**config.mk**
```make
export PLATFORM = sky130hd
export DESIGN_NAME = ps2_key_event_queue
export DESIGN_NICKNAME = d
export VERILOG_FILES = /design/src/rtl/ps2_key_event_queue.sv
export SDC_FILE = /design/constraint.sdc
export NUM_CORES = 1
export LEC_CHECK = 0
export BUFFER_PORTS_ARGS = -buffer_cell sky130_fd_sc_hd__buf_4
export CORE_MARGIN = 2
export CORE_UTILIZATION = 38
export CTS_CLUSTER_DIAMETER = 150
export DETAILED_ROUTE_END_ITERATION = 8
export SLEW_MARGIN = 20
export SYNTH_ARGS = -nofsm -noshare
export SYNTH_HDL_FRONTEND = slang
export SYNTH_SLANG_ARGS = --single-unit
```
**constraint.sdc**
```tcl
create_clock -name clk -period 4.31 [get_ports clk]
set_input_delay 0.2155 -clock clk [delete_from_list [all_inputs] [get_ports clk]]
set_output_delay 0.2155 -clock clk [all_outputs]
set_load 0.05 [all_outputs]
```
**src/rtl/ps2_key_event_queue.sv**
```systemverilog
`default_nettype none
// +----------------------------------------------------------------------------+
// | Module  : ps2_key_event_queue                                              |
// | Purpose : PS/2 byte decoder with key-repeat filter feeding an event FIFO   |
// |           that the CPU drains through two ZX-Uno registers.                |
// | Rev     : 1.0  initial release                                             |
// +----------------------------------------------------------------------------+
module ps2_key_event_queue #(
    parameter int          DEPTH         = 8,
    parameter bit          FILTER_REPEAT = 1'b1,
    parameter logic [7:0]  REG_DATA      = 8'hF8,
    parameter logic [7:0]  REG_STAT      = 8'hF9
) (
    input  logic       clk,
    input  logic       rst,
    input  logic       scan_valid,
    input  logic [7:0] scan_byte,
    input  logic [7:0] zxuno_addr,
    input  logic       zxuno_regrd,
    input  logic       zxuno_regwr,
    input  logic [7:0] din,
    output logic [7:0] dout,
    output logic       oe,
    output logic       pending
);

    localparam int c_aw = $clog2(DEPTH);
    localparam int c_cw = c_aw + 1;

    logic             ext_q, ext_d, rel_q, rel_d;
    logic [2:0]       skip_q, skip_d;
    logic [255:0]     bitmap_q, bitmap_d;
    logic             ovf_q, ovf_d;
    logic             rd_data_q, rd_data_d;
    logic [c_aw-1:0]  wr_ptr_q, wr_ptr_d, rd_ptr_q, rd_ptr_d;
    logic [c_cw-1:0]  cnt_q, cnt_d;
    logic [9:0]       mem_q [DEPTH];

    logic             ev_valid, ev_rel, ev_ext, repeat_drop, push, pop, mem_we;
    logic [7:0]       ev_code, key_idx;
    logic             ctrl_wr, rd_sel, empty, full;
    logic [9:0]       head;
    logic [4:0]       cnt_wide;
    logic [3:0]       stat_cnt;
    logic             unused_din;

    assign unused_din = ^din[5:0];

    // Prefix decoder: E1 starts a fixed 7-byte skip that ends in a synthetic Pause event.
    always_comb begin
        ev_valid = 1'b0;
        ev_rel   = 1'b0;
        ev_ext   = 1'b0;
        ev_code  = scan_byte;
        ext_d    = ext_q;
        rel_d    = rel_q;
        skip_d   = skip_q;
        if (scan_valid) begin
            if (skip_q != 3'd0) begin
                skip_d = skip_q - 3'd1;
                if (skip_q == 3'd1) begin
                    ev_valid = 1'b1;
                    ev_ext   = 1'b1;
                    ev_code  = 8'h77;
                end
            end else begin
                case (scan_byte)
                    8'hE0: ext_d = 1'b1;
                    8'hF0: rel_d = 1'b1;
                    8'hE1: begin
                        skip_d = 3'd7;
                        ext_d  = 1'b0;
                        rel_d  = 1'b0;
                    end
                    default: begin
                        ev_valid = 1'b1;
                        ev_rel   = rel_q;
                        ev_ext   = ext_q;
                        ext_d    = 1'b0;
                        rel_d    = 1'b0;
                    end
                endcase
            end
        end
    end

    assign ctrl_wr = zxuno_regwr && (zxuno_addr == REG_STAT);
    assign key_idx = {ev_ext, ev_code[6:0]};

    // Bitmap tracks held keys independently of whether the FIFO accepts the event.
    always_comb begin
        bitmap_d    = bitmap_q;
        repeat_drop = 1'b0;
        if (ev_valid && !ev_code[7]) begin
            if (ev_rel) begin
                bitmap_d[key_idx] = 1'b0;
            end else begin
                repeat_drop       = FILTER_REPEAT && bitmap_q[key_idx];
                bitmap_d[key_idx] = 1'b1;
            end
        end
        if (ctrl_wr && din[6]) begin
            bitmap_d = '0;
        end
    end

    assign push      = ev_valid && !repeat_drop;
    assign empty     = (cnt_q == '0);
    assign full      = (cnt_q == c_cw'(DEPTH));
    assign rd_sel    = zxuno_regrd && (zxuno_addr == REG_DATA);
    assign rd_data_d = rd_sel;
    assign pop       = rd_data_q && !rd_sel && !empty;

    always_comb begin
        wr_ptr_d = wr_ptr_q;
        rd_ptr_d = rd_ptr_q;
        cnt_d    = cnt_q;
        ovf_d    = ovf_q;
        mem_we   = 1'b0;
        if (ctrl_wr && din[7]) begin
            wr_ptr_d = '0;
            rd_ptr_d = '0;
            cnt_d    = '0;
            ovf_d    = 1'b0;
        end else begin
            if (pop) begin
                rd_ptr_d = rd_ptr_q + 1'b1;
            end
            if (push && full && !pop) begin
                ovf_d = 1'b1;
            end else if (push) begin
                mem_we   = 1'b1;
                wr_ptr_d = wr_ptr_q + 1'b1;
            end
            if (mem_we && !pop) begin
                cnt_d = cnt_q + 1'b1;
            end else if (!mem_we && pop) begin
                cnt_d = cnt_q - 1'b1;
            end
        end
    end

    always_ff @(posedge clk) begin
        if (rst) begin
            ext_q     <= 1'b0;
            rel_q     <= 1'b0;
            skip_q    <= 3'd0;
            bitmap_q  <= '0;
            ovf_q     <= 1'b0;
            rd_data_q <= 1'b0;
            wr_ptr_q  <= '0;
            rd_ptr_q  <= '0;
            cnt_q     <= '0;
        end else begin
            ext_q     <= ext_d;
            rel_q     <= rel_d;
            skip_q    <= skip_d;
            bitmap_q  <= bitmap_d;
            ovf_q     <= ovf_d;
            rd_data_q <= rd_data_d;
            wr_ptr_q  <= wr_ptr_d;
            rd_ptr_q  <= rd_ptr_d;
            cnt_q     <= cnt_d;
        end
    end

    always_ff @(posedge clk) begin
        if (mem_we) begin
            mem_q[wr_ptr_q] <= {ev_rel, ev_ext, ev_code};
        end
    end

    assign head     = empty ? 10'd0 : mem_q[rd_ptr_q];
    assign cnt_wide = 5'(cnt_q);
    assign stat_cnt = (cnt_wide > 5'd15) ? 4'hF : cnt_wide[3:0];
    assign pending  = !empty;
    assign oe       = zxuno_regrd && ((zxuno_addr == REG_DATA) || (zxuno_addr == REG_STAT));

    always_comb begin
        dout = 8'h00;
        if (zxuno_regrd && (zxuno_addr == REG_DATA)) begin
            dout = head[7:0];
        end else if (zxuno_regrd && (zxuno_addr == REG_STAT)) begin
            dout = {ovf_q, head[9], head[8], full, stat_cnt};
        end
    end

endmodule
`default_nettype wire

```
After elaboration in Yosys (flattened, before gate mapping)

Memories as Yosys holds them, arrays and structs flattened. A register that Yosys moved wholly into a read port is not among the register bits.
Cells that the tools add are included.

Bits in registers: 273
RAM bits: 80
Input bits: 29
Output and inout bits: 10
Word-level logic and storage cells: 103
Memories kept: 1

Add/sub/neg operators: 5
Magnitude comparators: 3
Equal/unequal tests: 7
Mux-type cells: 38
Bitwise gates (word level): 7
Reductions and logical operators: 33

Memories:

| memory | depth | width | rd ports | clocked after memory_dff | write ports | line | RTL |
|---|---|---|---|---|---|---|---|
| mem_q  | 8     | 10    | 1        | 1                        | 1           | 37   | `logic [9:0] mem_q [DEPTH];` |

Operators by type and width:

| operator                                                                      | count |
|---|---|
| 256-bit AND                                                                   | 1 |
| 256-bit 2-to-1 mux                                                            | 1 |
| 256-bit NOT                                                                   | 1 |
| 256-bit OR                                                                    | 1 |
| 8-bit equality test (second input constant)                                   | 5 |
| 8-bit 2-to-1 mux                                                              | 5 |
| 1-bit 2-to-1 mux                                                              | 20 |
| 1-bit logical AND                                                             | 15 |
| 3-bit 2-to-1 mux                                                              | 4 |
| 4-bit 2-to-1 mux                                                              | 3 |
| 10-bit 2-to-1 mux                                                             | 1 |
| 8-bit by 9-bit less-than comparator with 1-bit output (second input constant) | 1 |
| 1-bit binary-select mux with 8-bit select                                     | 1 |
| 1-bit demux with 8-bit select                                                 | 1 |
| 8-bit by 1-bit >= comparator with 1-bit output (second input constant)        | 1 |
| 3-bit by 1-bit adder with 3-bit output (second input constant)                | 2 |
| 1-bit logical NOT                                                             | 6 |
| 3-bit AND reduction                                                           | 2 |
| 4-bit by 1-bit adder with 4-bit output (second input constant)                | 1 |
| 4-bit equality test (second input constant)                                   | 1 |
| 4-bit greater-than comparator (second input constant)                         | 1 |
| 4-bit logical NOT                                                             | 1 |
| 1-bit NOT                                                                     | 4 |
| 1-bit case mux with 2 select lines                                            | 2 |
| 9 further kinds                                                               | 12 |

Logic depth before layout (Yosys ltp)

Gate-level depths: netlist of the first run.

Depth in word-level cells: 19
Gate-level depth with buffers: 23
Gate-level depth less buffers: 21

Least setup slack after synthesis of the first run

No wires, ideal clock.

Path type: flip-flop to flip-flop
Start: reg skip_q[0]
End: mem mem_q[1][0], enable pin
Library setup time: 404 ps
Arrival time: 3,514 ps
Required time: 3,906 ps
Setup slack: 393 ps
Cell stages (with the launch flop): 13
Path buffers: 2
Clock period less this slack: 3,917 ps
Path through: dfxtp_1 > inv_1 > ha_1 > nand4bb_1 > buf_4 > buf_2 > a221oi_1 > nor4_1 > a2111oi_1 > nor4_1 > a31oi_4 > nand2_4 > nor4_1

Longest elaborated chain between the ends: 17
Elaborated cells on any way between the ends: 28
Those cells by class: 1 x eq/ne; 20 x mux; 7 x reduce/logical

RTL lines:

| item                                                        | line | RTL |
|---|---|---|
| start, declared                                             | 31   | `logic [2:0] skip_q, skip_d;` |
| start signal, assigned                                      | 157  | `skip_q <= skip_d;` |
| 3-bit by 1-bit equality test with 1-bit output              | 61   | `if (skip_q == 3'd1) begin` |
| 8-bit 2-to-1 mux / 1-bit 2-to-1 mux (equally long branches) | 61   |  |
| 8-bit 2-to-1 mux / 1-bit 2-to-1 mux (equally long branches) | 59   | `if (skip_q != 3'd0) begin` |
| 8-bit 2-to-1 mux / 1-bit 2-to-1 mux (equally long branches) | 58   | `if (scan_valid) begin` |
| 1-bit binary-select mux with 8-bit select                   | 98   | `repeat_drop = FILTER_REPEAT && bitmap_q[key_idx];` |
| 1-bit 2-to-1 mux (implied by the code)                      | 98   |  |
| 1-bit 2-to-1 mux                                            | 95   | `if (ev_rel) begin` |
| 1-bit 2-to-1 mux                                            | 94   | `if (ev_valid && !ev_code[7]) begin` |
| 1-bit logical NOT                                           | 107  | `assign push = ev_valid && !repeat_drop;` |
| 1-bit logical AND *                                         | 107  |  |
| 1-bit logical AND (2 in series)                             | 129  | `if (push && full && !pop) begin` |
| 1-bit 2-to-1 mux *                                          | 129  |  |
| 1-bit 2-to-1 mux * (2 in series)                            | 120  | `if (ctrl_wr && din[7]) begin` |
| 1-bit 2-to-1 mux *                                          | 168  | `if (mem_we) begin` |
| 1-bit 2-to-1 mux (implied by the code) *                    | 169  | `mem_q[wr_ptr_q] <= {ev_rel, ev_ext, ev_code};` |
| end, declared                                               | 37   |  |

Every way passes the cells marked *; elsewhere a longest branch is shown, timed or not. The select of a mux whose other input is x is not followed.

Worst setup path in the final report of the first run

Start: reg skip_q[0]
End: reg cnt_q[3]

Longest elaborated chain between the ends: 17
Elaborated cells on any way between the ends: 30
Those cells by class: 1 x eq/ne; 18 x mux; 11 x reduce/logical

RTL lines:

| item                                                        | line | RTL |
|---|---|---|
| 3-bit by 1-bit equality test with 1-bit output              | 61   |  |
| 8-bit 2-to-1 mux / 1-bit 2-to-1 mux (equally long branches) | 61   |  |
| 8-bit 2-to-1 mux / 1-bit 2-to-1 mux (equally long branches) | 59   |  |
| 8-bit 2-to-1 mux / 1-bit 2-to-1 mux (equally long branches) | 58   |  |
| 1-bit binary-select mux with 8-bit select                   | 98   |  |
| 1-bit 2-to-1 mux (implied by the code)                      | 98   |  |
| 1-bit 2-to-1 mux                                            | 95   |  |
| 1-bit 2-to-1 mux                                            | 94   |  |
| 1-bit logical NOT                                           | 107  |  |
| 1-bit logical AND *                                         | 107  |  |
| 1-bit logical AND (2 in series)                             | 129  |  |
| 1-bit 2-to-1 mux *                                          | 129  |  |
| 1-bit 2-to-1 mux *                                          | 120  |  |
| 1-bit logical NOT                                           | 137  | `end else if (!mem_we && pop) begin` |
| 1-bit logical AND                                           | 137  |  |
| 2-bit nonzero test (no line)                                | n/a  |  |
| end signal, assigned                                        | 163  | `cnt_q <= cnt_d;` |
| end, declared                                               | 36   | `logic [c_cw-1:0] cnt_q, cnt_d;` |

Marks and branches as above.
A chain may end at the register's enable or synchronous reset.

==> run_results.csv, run 1 <==
group,metric,value,unit
outcome,outcome,"finished, final reports clean",
timing,finalMaxSlewViolations,0,
floorplan,die_area,44900,sq um
power,ir_drop,240,uV
timing,setup_violations,0,
min_path,hold_class,"primary input to flop",
layout,antenna_cells,0,
timing,slew-limit-headroom,31.4,%
timing,hold_viol,0,
power,power-per-cell-area,412,nW/um^2
routing,dr.pass1.iters,8,
yosys,synth.area.top_cells,"dfxtp_1 (34%), edfxtp_1 (15%), a311oi_1 (10%)",
timing,worst_pin_slew,1.03,ns
yosys,postSynth.asyncResetShare,0,%
timing,setup_ws,0.159,ns
global_routing,grt_first_pass_wirelength,73100,um
worst_setup_path,timing.reg2reg.setup_slack,0.16,ns
worst_setup_path,crit_type,"flop to flop",
yosys,synth_top_area_share,33.6,%
timing,max_freq,0.241,GHz
routing,vias_per_cell,6.01,
routing,wl_per_cell,21.2,um
yosys,netlist_area,16400,sq um
clocking,cts_buffers,38,
min_path,whs_path_depth,3,
placement,post-dp-hpwl,29400,um
clocking,clk_path_buf_depth,3,
clocking,cts_tree,"yes",
clocking,clk_latency,0.54,ns
routing,routed-via-count,13419,
worst_setup_path,arrival,4.55,ns
routing,drtAntennaViolNets,0,
routing,drc,0,
placement,place_ws,-0.0122,ns
timing,finalCritPeriodShare,96.3,%
yosys,ys_ff_latch,356,
yosys,synth_enable_flop_cells,80,
yosys,synth.most_common_cell,"dfxtp_1",
yosys,yosysWarnings,0,
worst_setup_path,crit_fanout,4,
placement,gp_congestion,0.893,
yosys,synthTopCellsByCount,"dfxtp_1 (276), a21oi_1 (255), a311oi_1 (194)",
placement,port_buffers,32,
clocking,path_clk_slew,0.06,ns
yosys,avgSynthCellArea,10.1,sq um
yosys,ys_seq_area_share,48.3,%
job,cap_violations,0,
timing,min_period,4.15,ns
global_routing,antenna_found_initial,0,
global_routing,grt_start_max_net_pins,121,
yosys,synth_fp_nets,1660,
worst_setup_path,slowest_stage,"mux4_2",
clocking,htreeDepth,2,
floorplan,die_h,212,um
layout,layout.nets,1660,
clocking,clkSinkCount,356,
worst_setup_path,rr_worst_depth,21,
global_routing,grt_use_total,20.7,%
yosys,ys.flop_type,"dfxtp_1",
timing,finalHoldWorstSlack,0.0661,ns
clocking,root_buffer,"clkbuf_16",
global_routing,grt_util_met1,29.6,%
worst_setup_path,start_kind,"flop",
global_routing,met3_usage,2.64,%
yosys,synth_cell_types,76,
timing,finClkSkew,0.0158,ns
worst_setup_path,crit_chain,"inv_1 > ha_4 > nand4bb_4 > buf_6 > and2_1 > mux4_2 > o31a_1 > nor3_4 > a2111oi_4 > a31oi_4 > nand2_4 > inv_2 > ha_2 > inv_2 > ha_1 > a21o_1 > a21oi_2 > xnor2_1 > nor2_1 > xnor2_1 > nor2_1",
worst_setup_path,end_kind,"flop",
floorplan,fp-row-count,76,
worst_setup_path,cp.required,4.71,ns
routing,drt-initial-drc-count,1529,
global_routing,busiest_layer,"met2",
floorplan,die_w,212,um
layout,syn2layout_area_growth,16.4,%
global_routing,overflow,0,
layout,final_layout_size_suffix_gt1_share,19.0,%
global_routing,grtUsageMet2,32.5,%
routing,drt_wl_total,47300,um
global_routing,grt_pass1_vias,12396,
floorplan,pin_count,39,
yosys,synthCells,1622,
yosys,yosysTopAreaCell,"dfxtp_1",
power,power,7880,uW
power,p_leak,0.00599,uW
floorplan,core_area,42900,sq um
worst_setup_path,crit_path_max_incr_delay,0.47,ns
floorplan,initial_utilization,38.3,%
-- area by class of cell --
class	instances	area (sq um)
Fill cell	4039	23800
Sequential cell	356	7930
Multi-Input combinational cell	1060	7860
Timing Repair Buffer	147	1310
Clock buffer	59	1120
Tap cell	585	732
Clock inverter	8	93.8
Inverter	19	76.3
-- logic make-up after synthesis --
group | after synthesis | synth area share, %
adders and majority gates | 9 | 0.731
and+or+nand+nor | 283 | 9.03
DFF | 356 | 48.3
AOI/OAI and AO/OA | 657 | 27.5
buffers and inverters | 207 | 5.52
xor gates and xnor gates | 6 | 0.320
muxes | 104 | 8.65
-- layout by cell type, fill, tap and decap left out, drive strengths merged, types with 5 or more instances in the layout --
| master | Yosys | final |
|---|---|---|
| mux4 | 30 | 30 |
| and3 | 5 | 5 |
| o21ai | 79 | 79 |
| a21oi | 256 | 256 |
| nor4 | 11 | 11 |
| inv | 19 | 20 |
| nand3 | 29 | 29 |
| clkinv | 0 | 5 |
| nor3 | 18 | 18 |
| nand2 | 67 | 67 |
| mux2i | 70 | 70 |
| clkbuf | 133 | 60 |
| ha | 8 | 8 |
| nor2 | 73 | 73 |
| buf | 55 | 143 |
| a211oi | 10 | 10 |
| dfxtp | 276 | 276 |
| a311oi | 194 | 194 |
| and2 | 6 | 6 |
| nand2b | 7 | 7 |
| or3 | 45 | 45 |
| a221oi | 46 | 46 |
| edfxtp | 80 | 80 |
| nor2b | 7 | 7 |
| o2bb2ai | 36 | 36 |
-- what timing repair did --
item / CTS / global route
pin swaps: 1 / 18
setup buffers: 1 / 10
resized for setup: 0 / 33
endpoints found under the setup margin: 1 / 1
hold buffers: 3 / 0
gates cloned: 0 / 2
hold endpoints to repair: 4 / 0
-- worst max-delay path, delay by kind of cell, from the launching register on --
kind,cells,cell delay [ns]
AOI/OAI and AO/OA,5,1.04
xor gates and xnor gates,2,0.28
adders and majority gates,3,0.62
buffers and inverters,4,0.35
DFF,1,0.35
muxes,1,0.47
and+or+nand+nor,6,0.90
-- final timing paths --
check / startpoint / endpoint
hold reg to reg: skip_q[0] / skip_q[0]
hold / removal: scan_byte[4] / rel_q
setup / recovery: skip_q[0] / cnt_q[3]
setup reg to reg: skip_q[0] / cnt_q[3]
-- metal layers --
metal	wire length (um)	vias up	part of all wire, %
li1	-	6381	-
met1	21900	6545	46
met2	21700	403	46
met3	2420	90	5.1
met4	1320	0	2.8
met5	0	-	0
-- stage by stage --
step                      utilization (%)  area (sq um)  std cells  TNS [ns]
after CTS                            44.0         18900       2222         0
after global placement               41.1         17600       2151         0
after global routing                 44.6         19100       2234   -0.0284
final                                44.6         19100       2234         0
after detailed placement             41.1         17600       2151   -0.0122
after floorplan                         -         16400       1622         0
-- power by group --
part	internal (uW)	switching [uW]	leakage, uW
clock	1910	1310	0.000599
sequential	3510	55.9	0.00295
combinational	404	692	0.00244
total	5820	2050	0.00599
Power figures use the tool's default switching activity.
==> run 2: changes to the inputs <==
CORE_UTILIZATION = 50   (was 38)
CTS_CLUSTER_SIZE = 20   (was default)
MAX_ROUTING_LAYER = met4   (was default)
PLACE_DENSITY = 0.66   (was default)
==> run_results.csv, run 2 (synthesis results as in run 1) <==
group,metric,value,unit
global_routing,antenna_found_initial,0,
floorplan,initial_utilization,50.6,%
clocking,clk_path_buf_depth,3,
worst_setup_path,crit_path_max_incr_delay,0.45,ns
worst_setup_path,regToRegStartpoint,"skip_q[1]",
clocking,clkSinkCount,356,
placement,gp_congestion,0.961,
floorplan,die_w,185,um
power,power-per-cell-area,364,nW/um^2
layout,final_common_cell,"dfxtp_1",
routing,drt_wl_total,44500,um
placement,port_buffers,32,
timing,finalCritPeriodShare,97.6,%
routing,wl_per_cell,21.7,um
global_routing,grt_first_pass_wirelength,70800,um
timing,finClkSkew,0.0127,ns
floorplan,die_h,185,um
timing,slew-limit-headroom,33.3,%
power,p_sw,1790,uW
worst_setup_path,arrival,4.61,ns
clocking,clk_latency,0.52,ns
power,combPwrFrac,16.3,%
timing,finalMaxSlewViolations,0,
routing,drt-initial-drc-count,1443,
worst_setup_path,end_kind,"flop",
clocking,htreeDepth,1,
placement,post-dp-hpwl,28000,um
layout,final_cell_mix,"dfxtp_1 (274), a21oi_1 (254), a311oi_1 (194)",
layout,antenna_cells,0,
layout,syn2layout_area_growth,11.3,%
floorplan,die_area,34300,sq um
min_path,hold_class,"primary input to flop",
global_routing,grt_pass1_vias,12290,
outcome,outcome,"finished, final reports clean",
job,cap_violations,0,
clocking,path_clk_slew,0.09,ns
routing,dr.pass1.iters,6,
clocking,cts_buffers,21,
worst_setup_path,critPathMostFrequentCell,"inv_2",
routing,drtAntennaViolNets,0,
routing,routed-via-count,13289,
layout,final_layout_size_suffix_gt1_share,16.9,%
min_path,hp-start,"scan_byte[4]",
clocking,cts_tree,"yes",
layout,fillCellCount,2816,
placement,placed_area,17500,sq um
timing,setup_violations,0,
layout,fin_area,18300,sq um
power,p_int,4870,uW
timing,worst_pin_slew,0.999,ns
floorplan,pin_count,39,
timing,min_period,4.21,ns
worst_setup_path,crit_type,"flop to flop",
global_routing,grt_use_total,26.6,%
layout,layout.nets,1639,
routing,vias_per_cell,6.49,
power,p_leak,0.00566,uW
worst_setup_path,cp.required,4.71,ns
power,seq_power_share,53.5,%
timing,setup_ws,0.103,ns
worst_setup_path,startpoint,"skip_q[1]",
global_routing,grt_start_max_net_pins,121,
power,clock_power_share,30.1,%
global_routing,overflow,0,
power,ir_drop,384,uV
floorplan,core_area,32500,sq um
timing,hold_viol,0,
clocking,root_buffer,"clkbuf_16",
worst_setup_path,crit_chain,"inv_2 > ha_4 > nand4bb_4 > buf_6 > buf_12 > and2_1 > mux4_2 > o31a_1 > nor3_4 > a2111oi_4 > a31oi_4 > nand2_4 > inv_2 > ha_2 > inv_2 > ha_1 > a21o_1 > a21oi_2 > xnor2_1 > nor2_1 > xnor2_1 > nor2_1",
worst_setup_path,crit_fanout,18,
placement,place_ws,-0.0252,ns
timing,max_freq,0.238,GHz
worst_setup_path,slowest_stage,"mux4_2",
floorplan,fp-row-count,66,
worst_setup_path,start_kind,"flop",
routing,drc,0,
power,switching_share,26.9,%
run 2: layout make-up:
type                       instances  area [sq um]  area share, %
sequential                       356          7930           43.4
multi-input combinational       1060          7830           42.8
timing repair buffer             143          1310           7.17
tap                              442           553           3.03
clock buffer                      28           552           3.02
inverter                          19          76.3          0.418
clock inverter                     1          30.0          0.164
run 2: worst max-delay path: cells and delay by family, from the launching register on:
family | cells | cell delay (ns)
mux | 1 | 0.45
simple gates | 6 | 0.83
compound gates | 5 | 1.07
xor+xnor | 2 | 0.30
buf+inv | 5 | 0.47
flops | 1 | 0.34
fa+ha+maj | 3 | 0.64
run 2: final timing paths:
check / endpoint / slack, ns / cells after the start
worst min-delay path: rel_q / 0.08 / 3
worst max register to register: cnt_q[3] / 0.10 / 22
worst max-delay path: cnt_q[3] / 0.10 / 22
worst min register to register: flop / 0.48 / 2
run 2: power by group through the flow:
stage | combinational [uW] | sequential (uW) | clock (uW)
finish | 1090 | 3560 | 2010
global route | 1170 | 3570 | 2160
CTS | 1010 | 3560 | 2050
detailed placement | 999 | 3640 | 0
global placement | 986 | 3630 | 0
floorplan | 665 | 3620 | 0
run 2: timing repair:
item / in CTS / in global routing
hold buffers: 3 / 0
setup buffers: 1 / 9
gates cloned: 1 / 0
endpoints found under the hold margin: 4 / 0
pin swaps: 1 / 15
endpoints found under the setup margin: 1 / 2
gates resized for setup: 1 / 22
run 2: per-layer routing:
| layer | share of wire [%] | GRT usage (%) | vias to the layer above |
|---|---|---|---|
| li1 | - | - | 6311 |
| met1 | 45 | 37.4 | 6423 |
| met2 | 47 | 41.6 | 470 |
| met3 | 5.6 | 2.42 | 85 |
| met4 | 2.8 | 6.67 | 0 |
| met5 | 0 | - | - |
run 2: per-stage QoR:
stage	setup TNS (ns)	instances	hold slack (ns)	total power (uW)	utilization [%]
floorplan	0	1622	0.331	4290	-
global placement	-0.0225	2006	0.458	4620	53.8
detailed placement	-0.0252	2006	0.466	4640	53.8
CTS	0	2040	0.0636	6620	55.8
global route	-0.0393	2049	0.0842	6900	56.3
finish	0	2049	0.0800	6650	56.3
==> run 3: changes to the inputs <==
SETUP_SLACK_MARGIN = 0.3   (was default)
==> run_results.csv, run 3 (synthesis results as in run 1) <==
group,metric,value,unit
timing,finalCritPeriodShare,92.9,%
clocking,path_clk_slew,0.09,ns
layout,final_common_cell,"dfxtp_1",
min_path,hp-start,"zxuno_regrd",
worst_setup_path,end_kind,"flop",
floorplan,die_area,34300,sq um
timing,rsz0062_at_grt,"yes",
clocking,cts_buffers,21,
worst_setup_path,arrival,4.40,ns
floorplan,die_h,185,um
timing,slew-limit-headroom,34.8,%
worst_setup_path,timing.reg2reg.setup_slack,0.31,ns
timing,min_period,4.00,ns
worst_setup_path,regToRegStartpoint,"skip_q[0]",
routing,dr.pass1.iters,5,
power,p_leak,0.00582,uW
floorplan,initial_utilization,50.6,%
layout,fin_util,57.7,%
worst_setup_path,crit_fanout,7,
clocking,clk_path_buf_depth,3,
min_path,hold_end,"rd_data_q",
timing,hold_viol,0,
placement,gp_congestion,0.961,
power,ir_drop,385,uV
routing,drt_wl_total,45300,um
global_routing,overflow,0,
worst_setup_path,crit_chain,"inv_2 > ha_4 > nand4bb_4 > buf_12 > buf_6 > nand3_4 > buf_12 > a221oi_2 > o41ai_2 > o2111ai_2 > and4b_1 > a31oi_4 > nand2_4 > inv_4 > ha_4 > inv_4 > ha_4 > a21o_1 > a21oi_2 > xnor2_1 > nor2_1 > xnor2_1 > nor2_1",
floorplan,pin_count,39,
global_routing,antenna_found_initial,0,
timing,worst_pin_slew,0.976,ns
min_path,whs_path_depth,4,
floorplan,fp-row-count,66,
routing,wl_per_cell,21.9,um
routing,vias_per_cell,6.56,
floorplan,core_area,32500,sq um
global_routing,grt_first_pass_wirelength,70900,um
timing,finClkSkew,0.0127,ns
placement,port_buffers,32,
power,power,6750,uW
outcome,outcome,"finished, final reports clean",
layout,final_layout_size_suffix_gt1_share,19.0,%
worst_setup_path,crit_path_max_incr_delay,0.41,ns
clocking,htreeDepth,1,
placement,post-dp-hpwl,28000,um
layout,layout.nets,1657,
clocking,clk_latency,0.52,ns
routing,drtAntennaViolNets,0,
layout,syn2layout_area_growth,13.9,%
timing,max_freq,0.250,GHz
clocking,clkSinkCount,356,
routing,drt-initial-drc-count,1615,
layout,final_cell_mix,"dfxtp_1 (274), a21oi_1 (254), a311oi_1 (194)",
worst_setup_path,start_kind,"flop",
routing,drc,0,
clocking,root_buffer,"clkbuf_16",
routing,routed-via-count,13550,
power,power-per-cell-area,361,nW/um^2
timing,finalMaxSlewViolations,0,
timing,setup_ws,0.305,ns
worst_setup_path,slowest_stage,"o41ai_2",
timing,setup_violations,0,
global_routing,grt_start_max_net_pins,121,
worst_setup_path,critPathMostFrequentCell,"ha_4",
job,cap_violations,0,
placement,place_ws,-0.0252,ns
worst_setup_path,r2r-end,"cnt_q[3]",
global_routing,grt_pass1_vias,12358,
worst_setup_path,rr_worst_depth,23,
floorplan,die_w,185,um
global_routing,grt_use_total,26.7,%
layout,antenna_cells,0,
worst_setup_path,cp.required,4.71,ns
clocking,cts_tree,"yes",
worst_setup_path,crit_type,"flop to flop",
min_path,hold_class,"primary input to flop",
## run 3: cell types whose count changed in the layout (fill, tap and decap cells not counted), sizes merged
cell and delta:
buf +14, clkbuf +4, clkinvlp +1, inv -1
## run 3: repair_timing
item / in CTS / in global routing
pin swaps: 12 / 26
hold buffers: 3 / 0
gates resized for setup: 18 / 48
gates cloned: 1 / 5
hold endpoints to repair: 4 / 0
setup endpoints to repair: 2 / 32
setup buffers: 8 / 15
## run 3: cell type report
type | count | area [sq um]
clock buffer | 28 | 552
timing repair buffer | 161 | 1550
clock inverter | 1 | 30.0
sequential | 356 | 7930
tap | 442 | 553
inverter | 19 | 87.6
multi-input combinational | 1060 | 8010
fill | 2747 | 13700
## run 3: layer usage
| metal | global-route usage, % | vias to the layer above | share of wire [%] |
|---|---|---|---|
| met4 | 6.86 | 0 | 2.7 |
| met3 | 2.52 | 83 | 6.2 |
| met1 | 37.3 | 6600 | 44 |
| li1 | - | 6361 | - |
| met5 | - | - | 0 |
| met2 | 41.8 | 506 | 47 |
## run 3: worst max path at each step
| stage | start | end | slack [ns] |
|---|---|---|---|
| final | skip_q[0] | cnt_q[3] | 0.31 |
| after global routing | skip_q[0] | cnt_q[3] | 0.15 |
| after CTS | skip_q[1] | cnt_q[3] | 0.34 |
| after detailed placement | skip_q[0] | cnt_q[3] | -0.03 |
| after global placement | skip_q[0] | cnt_q[3] | -0.02 |
| after floorplan | skip_q[0] | mem_q[1][0] | 0.39 |
## run 3: where the power goes
group	internal, uW	switching, uW	total (uW)
Sequential	3510	58.3	3560
Combinational	464	716	1180
Clock	956	1050	2010
## run 3: critical path: cells and delay by family (launching register included)
| kind | cells | cell delay (ns) |
|---|---|---|
| buffers and inverters | 6 | 0.61 |
| flip-flops | 1 | 0.36 |
| XOR/XNOR | 2 | 0.28 |
| AO/OA/AOI/OAI | 6 | 1.11 |
| adder cells (fa/ha/maj) | 3 | 0.52 |
| AND/OR/NAND/NOR | 6 | 1.01 |
## run 3: per-stage QoR
step / area [sq um] / instances / hold slack [ns] / TNS [ns]
after floorplan: 16400 / 1622 / 0.331 / 0
after global placement: 17500 / 2006 / 0.458 / -0.0225
after detailed placement: 17500 / 2006 / 0.466 / -0.0252
after CTS: 18200 / 2047 / 0.0607 / 0
after global routing: 18700 / 2067 / 0.0861 / 0
final: 18700 / 2067 / 0.0736 / 0
